[config.mk]
export PLATFORM = sky130hd
export DESIGN_NAME = echo_delay_ctrl
export DESIGN_NICKNAME = d
export VERILOG_FILES = /design/src/rtl/echo_pkg.sv /design/src/rtl/delay_glide.sv /design/src/rtl/echo_delay_ctrl.sv
export SDC_FILE = /design/constraint.sdc
export NUM_CORES = 1
export LEC_CHECK = 0
export ABC_CLOCK_PERIOD_IN_PS = 4180
export CAP_MARGIN = 20
export CORE_MARGIN = 4
export CORE_UTILIZATION = 40
export DETAILED_ROUTE_END_ITERATION = 8
export HOLD_SLACK_MARGIN = 0.15
export PLACE_DENSITY = 0.7
export SLEW_MARGIN = 10
export SYNTH_ARGS = -nofsm -noshare
export SYNTH_HDL_FRONTEND = slang
export SYNTH_SLANG_ARGS = --single-unit
[constraint.sdc]
create_clock -name clk -period 4.18 [get_ports clk]
set_clock_uncertainty 0.2 [all_clocks]
set_input_delay 0.627 -clock clk [delete_from_list [all_inputs] [get_ports clk]]
set_output_delay 0.627 -clock clk [all_outputs]
set_load 0.05 [all_outputs]
[src/rtl/echo_pkg.sv]
// Shared types and constants for the echo delay-line sequencer.
package echo_pkg;

  localparam int ADDR_W_DEF = 13;
  localparam int DATA_W_DEF = 9;
  localparam int DELAY_MIN  = 1;

  typedef enum logic [2:0] {
    S_INIT,
    S_IDLE,
    S_READ,
    S_WAIT,
    S_WRITE
  } state_t;

endpackage

[src/rtl/delay_glide.sv]
// Registered slew limiter: moves cur toward max(target, DELAY_MIN) by at most STEP per enable.
module delay_glide
  import echo_pkg::*;
#(
  parameter int ADDR_W = ADDR_W_DEF,
  parameter int STEP   = 1
) (
  input  logic              clk,
  input  logic              rst,
  input  logic              en,
  input  logic [ADDR_W-1:0] target,
  output logic [ADDR_W-1:0] cur
);

  localparam logic [ADDR_W-1:0] MIN_D  = ADDR_W'(DELAY_MIN);
  localparam logic [ADDR_W-1:0] STEP_D = ADDR_W'(STEP);

  logic [ADDR_W-1:0] tgt;
  logic [ADDR_W-1:0] nxt;

  always_comb begin
    tgt = (target < MIN_D) ? MIN_D : target;
    nxt = tgt;
    if (tgt > cur) begin
      if ((tgt - cur) > STEP_D) nxt = cur + STEP_D;
    end else if ((cur - tgt) > STEP_D) begin
      nxt = cur - STEP_D;
    end
  end

  always_ff @(posedge clk) begin
    if (rst) cur <= MIN_D;
    else if (en) cur <= nxt;
  end

endmodule

[src/rtl/echo_delay_ctrl.sv]
// Echo delay-line RAM sequencer: zero-fill after reset, then one read and one write per sample.
module echo_delay_ctrl
  import echo_pkg::*;
#(
  parameter int ADDR_W   = ADDR_W_DEF,
  parameter int DATA_W   = DATA_W_DEF,
  parameter int RAM_LAT  = 2,
  parameter int CALC_LAT = 1,
  parameter int STEP     = 1
) (
  input  logic              clk,
  input  logic              rst,
  input  logic              sample_strobe,
  input  logic [ADDR_W-1:0] delay_target,
  input  logic [DATA_W-1:0] wr_data,
  output logic [ADDR_W-1:0] ram_rdaddr,
  output logic              ram_rden,
  output logic [ADDR_W-1:0] ram_wraddr,
  output logic              ram_wren,
  output logic [DATA_W-1:0] ram_data,
  output logic              q_valid,
  output logic              busy,
  output logic              init_done,
  output logic              overrun,
  output logic [ADDR_W-1:0] delay_cur
);

  localparam int TXN_LEN = RAM_LAT + CALC_LAT;
  localparam int CNT_W   = $clog2(TXN_LEN + 1);
  localparam logic [CNT_W-1:0]  CNT_QV   = CNT_W'(RAM_LAT);
  localparam logic [CNT_W-1:0]  CNT_WR   = CNT_W'(TXN_LEN);
  localparam logic [ADDR_W:0]   FILL_END = {1'b1, {ADDR_W{1'b0}}};

  state_t            state, state_nx;
  logic [ADDR_W:0]   fill_cnt, fill_nx;
  logic [ADDR_W-1:0] wp, wp_nx;
  logic [CNT_W-1:0]  tcnt, tcnt_nx;
  logic [ADDR_W-1:0] rdaddr_nx, wraddr_nx;
  logic              rden_nx, wren_nx, qv_nx, busy_nx, done_nx, overrun_nx;

  // Next state plus the values every registered output takes in that next state.
  always_comb begin
    state_nx   = state;
    fill_nx    = fill_cnt;
    wp_nx      = wp;
    tcnt_nx    = tcnt;
    rdaddr_nx  = ram_rdaddr;
    wraddr_nx  = ram_wraddr;
    rden_nx    = 1'b0;
    wren_nx    = 1'b0;
    qv_nx      = 1'b0;
    done_nx    = init_done;
    overrun_nx = overrun;
    case (state)
      S_INIT: begin
        if (fill_cnt == FILL_END) begin
          state_nx = S_IDLE;
          done_nx  = 1'b1;
        end else begin
          wren_nx   = 1'b1;
          wraddr_nx = fill_cnt[ADDR_W-1:0];
          fill_nx   = fill_cnt + 1'b1;
        end
      end
      S_IDLE: begin
        if (sample_strobe) begin
          state_nx  = S_READ;
          rden_nx   = 1'b1;
          rdaddr_nx = wp - delay_cur;
          tcnt_nx   = '0;
        end
      end
      S_READ, S_WAIT: begin
        tcnt_nx = tcnt + 1'b1;
        qv_nx   = (tcnt_nx == CNT_QV);
        if (tcnt_nx == CNT_WR) begin
          state_nx  = S_WRITE;
          wren_nx   = 1'b1;
          wraddr_nx = wp;
        end else begin
          state_nx = S_WAIT;
        end
        if (sample_strobe) overrun_nx = 1'b1;
      end
      S_WRITE: begin
        state_nx = S_IDLE;
        wp_nx    = wp + 1'b1;
        if (sample_strobe) overrun_nx = 1'b1;
      end
      default: state_nx = S_INIT;
    endcase
    busy_nx = (state_nx == S_READ) || (state_nx == S_WAIT) || (state_nx == S_WRITE);
  end

  always_ff @(posedge clk) begin
    if (rst) begin
      state      <= S_INIT;
      fill_cnt   <= '0;
      wp         <= '0;
      tcnt       <= '0;
      ram_rdaddr <= '0;
      ram_wraddr <= '0;
      ram_rden   <= 1'b0;
      ram_wren   <= 1'b0;
      q_valid    <= 1'b0;
      busy       <= 1'b0;
      init_done  <= 1'b0;
      overrun    <= 1'b0;
    end else begin
      state      <= state_nx;
      fill_cnt   <= fill_nx;
      wp         <= wp_nx;
      tcnt       <= tcnt_nx;
      ram_rdaddr <= rdaddr_nx;
      ram_wraddr <= wraddr_nx;
      ram_rden   <= rden_nx;
      ram_wren   <= wren_nx;
      q_valid    <= qv_nx;
      busy       <= busy_nx;
      init_done  <= done_nx;
      overrun    <= overrun_nx;
    end
  end

  // wr_data only settles in the WRITE cycle itself, so data is a flop-selected mux, not a flop.
  assign ram_data = (state == S_INIT) ? '0 : wr_data;

  delay_glide #(
    .ADDR_W (ADDR_W),
    .STEP   (STEP)
  ) u_glide (
    .clk    (clk),
    .rst    (rst),
    .en     (state == S_WRITE),
    .target (delay_target),
    .cur    (delay_cur)
  );

endmodule

==> flow_summary.yaml, run 1 <==
outcome:
  status: "finished clean"
floorplanning:
  chipWidth_um: 129
  die_area_um2: 16700
  start_util_pct: 40.5
  pin_count: 79
  row_count: 44
  placeableCoreArea_um2: 14500
  die_height_um: 129
sta:
  worstMarginPinSlew_ps: 802
  tns_ps: 0
  drv_slew: 0
  max_slew_margin_pct: 46.4
  worst_slack_ps: 158
  post-route-period-util_pct: 96.2
  fmax_mhz: 249
  fin_crit_ps: 4020
  finalSetupViolations: 0
  hold_viol: 0
critical_path:
  path_max_fanout: 6
  crit_chain: "clkdlybuf4s50_1, a31oi_4, inv_2, ha_4, fa_2, buf_6, xor2_4, nand3_2, nor4b_2, nand4_1, or3_1, or3b_4, mux2_4, o211ai_1, a211oi_1"
  cp_data_required_time_ps: 4200
  start_kind: "primary input"
  end_kind: "flop"
  slowest_stage: "clkdlybuf4s50_1"
  critPathKind: "primary input to flop"
  slowest_delay_ps: 480
  crit_arrival_ps: 4040
synthesis:
  syn_inst: 771
  synth_flop_cell: "dfxtp_1"
  avgSynthCellArea_um2: 7.61
  yosysWarningCount: 0
  synth_cell_types: 68
  synth-edff-count: 0
  ys_seq_area_share_pct: 26.3
  synth.net_count: 845
  async_flop_share_pct: 0
  syn_area_um2: 5870
  postSynthRegisterBits: 77
power_and_ir_drop:
  leakage_nw: 3.13
  power_mw: 1.79
  vdd_drop_max_v: 0.000267
  power_density_nw_per_um2: 229
cells_and_area:
  layout_common_cells: "nand2_1 (89), buf_4 (84), dfxtp_1 (77)"
  fillers: 1350
  final_common_cell: "nand2_1"
  final_util_pct: 54.0
  syn_to_final_growth_pct: 33.3
  antenna_cells: 0
  drive_gt1_share_pct: 16.4
  fin_cells: 1091
  fin_nets: 977
placed_design:
  io_buffers: 78
  dp_slack_ps: -696
  dp_cells: 1071
  dp_hpwl_um: 13300
  place.gp.congestion: 0.968
clocking:
  cts_hold_buf: 0
  cts_buffers: 9
  htreeDepth: 3
  cts_root_buf: "clkbuf_16"
  cts.clk_slew.worst_paths_ps: 60
  clk-insertion-delay-late_ps: 340
  cts_tree: "done"
  clk_path_buf_depth: 2
  clkSinkCount: 77
grt:
  grt_pass1_wl_um: 28000
  first_global_vias: 5597
  antenna_found_initial: 0
  grt_max_degree: 44
  overflow: 0
  grt_use_total_pct: 20.8
drt:
  wirelength_um: 17600
  route.detailed.drc: 0
  avgRoutedWirePerCell_um: 16.1
  vias_per_cell: 5.52
  drtAntennaViolNets: 0
  dr.first_iter.drc_count: 475
  drt-pass1-iter-count: 5
  vias: 6020
flow_run:
  cap_violations: 0
min_path:
  holdCritPathClass: "flop to flop"
==> worst max-delay path: cells and delay by family <==
kind / cells / cell delay (ps)
XOR/XNOR: 1 / 140
adder cells (fa/ha/maj): 2 / 540
AO/OA/AOI/OAI: 3 / 520
buffers and inverters: 3 / 700
AND/OR/NAND/NOR: 5 / 1170
multiplexers: 1 / 350
==> what timing repair did <==
action                     CTS  global route
buffers inserted             4             0
cloned                       1             0
gates resized for setup     30            25
pin swaps                   17            19
setup endpoints to repair   13            13
==> logic make-up (layout without fill, tap and decap cells) <==
kind of cell	after synthesis	in the layout	share of synthesized area, %
mux	11	12	1.98
fa+ha+maj	49	49	10.8
xor+xnor	42	42	6.27
buf+inv	96	231	7.33
flops	77	77	26.3
simple gates	308	308	25.7
compound gates	188	188	21.6
==> per-layer routing <==
metal	wire [um]	track usage, %	up-vias
met1	8330	29.2	2760
met4	459	7.84	0
met3	1100	3.71	33
met2	7680	31.8	212
met5	0	0	-
li1	-	-	3015
==> state kept, by name (all words and copies together) (netlist names) <==
signal / cells
busy: 1
fill_cnt: 14
init_done: 1
overrun: 1
q_valid: 1
ram_rdaddr: 13
ram_rden: 1
ram_wraddr: 13
ram_wren: 1
state: 3
tcnt: 2
u_glide.cur: 13
wp: 13
==> report_power, final <==
group          switching [mW]  internal [mW]  leakage (nW)  total [mW]
clock network           0.312          0.462         0.133       0.774
logic                   0.143          0.130          2.38       0.273
registers             0.00504          0.739         0.621       0.744
total                   0.460           1.33          3.13        1.79
==> path summary, 6_finish.rpt <==
path / from / endpoint / slack, ps / depth (start not counted)
max reg2reg: u_glide.cur[2]$_SDFFE_PP0N_ / u_glide.cur[7]$_SDFFE_PP0N_ / 570 / 12
min: init_done$_SDFFE_PP0P_ / init_done$_SDFFE_PP0P_ / 260 / 2
max: delay_target[0] / u_glide.cur[7]$_SDFFE_PP0N_ / 160 / 15
min reg2reg: init_done$_SDFFE_PP0P_ / init_done$_SDFFE_PP0P_ / 260 / 2
==> final cells by class <==
cell class	instances	area (um2)	area share, %
sequential	77	1540	19.7
clock buffer	12	236	3.02
timing repair buffer	165	1450	18.5
multi-input combinational	599	4130	52.8
tap	184	230	2.94
clock inverter	3	46.3	0.592
inverter	51	191	2.45
==> Yosys cell counts, types with 3 or more instances <==
master    count  share of area (%)
nand2_1      90                5.8
dfxtp_1      77                 26
nor2_1       75                4.8
a21oi_1      60                5.1
inv_1        49                3.1
ha_1         46                9.8
o21ai_0      33                2.8
clkbuf_1     29                1.9
xnor2_1      27                4.0
nand4_1      18                1.9
nand3_1      17                1.4
nor2b_1      17                1.8
nor3_1       17                1.4
xor2_1       15                2.2
a311oi_1     14                2.1
or3_1        14                1.5
and3_1       13                1.4
a211oi_1     12                1.5
nor4_1       11                1.2
mux2i_1       9                1.5
o221ai_1      8                1.2
buf_6         7                1.3
nand2b_1      6               0.64
o31ai_1       6               0.77
a21o_1        5               0.64
a32oi_1       5               0.75
buf_2         5               0.43
o211ai_1      5               0.64
o21a_1        5               0.64
or2_2         5               0.53
a31o_2        4               0.60
and2_1        4               0.43
nor3b_1       4               0.51
a221oi_1      3               0.45
a31oi_1       3               0.32
buf_4         3               0.38
fa_1          3                1.0
nand3b_1      3               0.38
nor4b_1       3               0.45
o221a_2       3               0.58
or4_1         3               0.38
==> through the flow <==
stage | hold WS [ps] | instance area, um2
after floorplan | 261 | 5870
after global placement | 237 | 7260
after detailed placement | 245 | 7260
after CTS | 258 | 7690
after global routing | 272 | 7820
final | 257 | 7820
No activity file was read; power rests on OpenSTA's default activity.
==> run 2: changes to the inputs <==
Settings changed: CAP_MARGIN 20 to 10.
==> results of run 2 <==
Same layout as run 1: the final DEF is identical, and so are final timing and power.
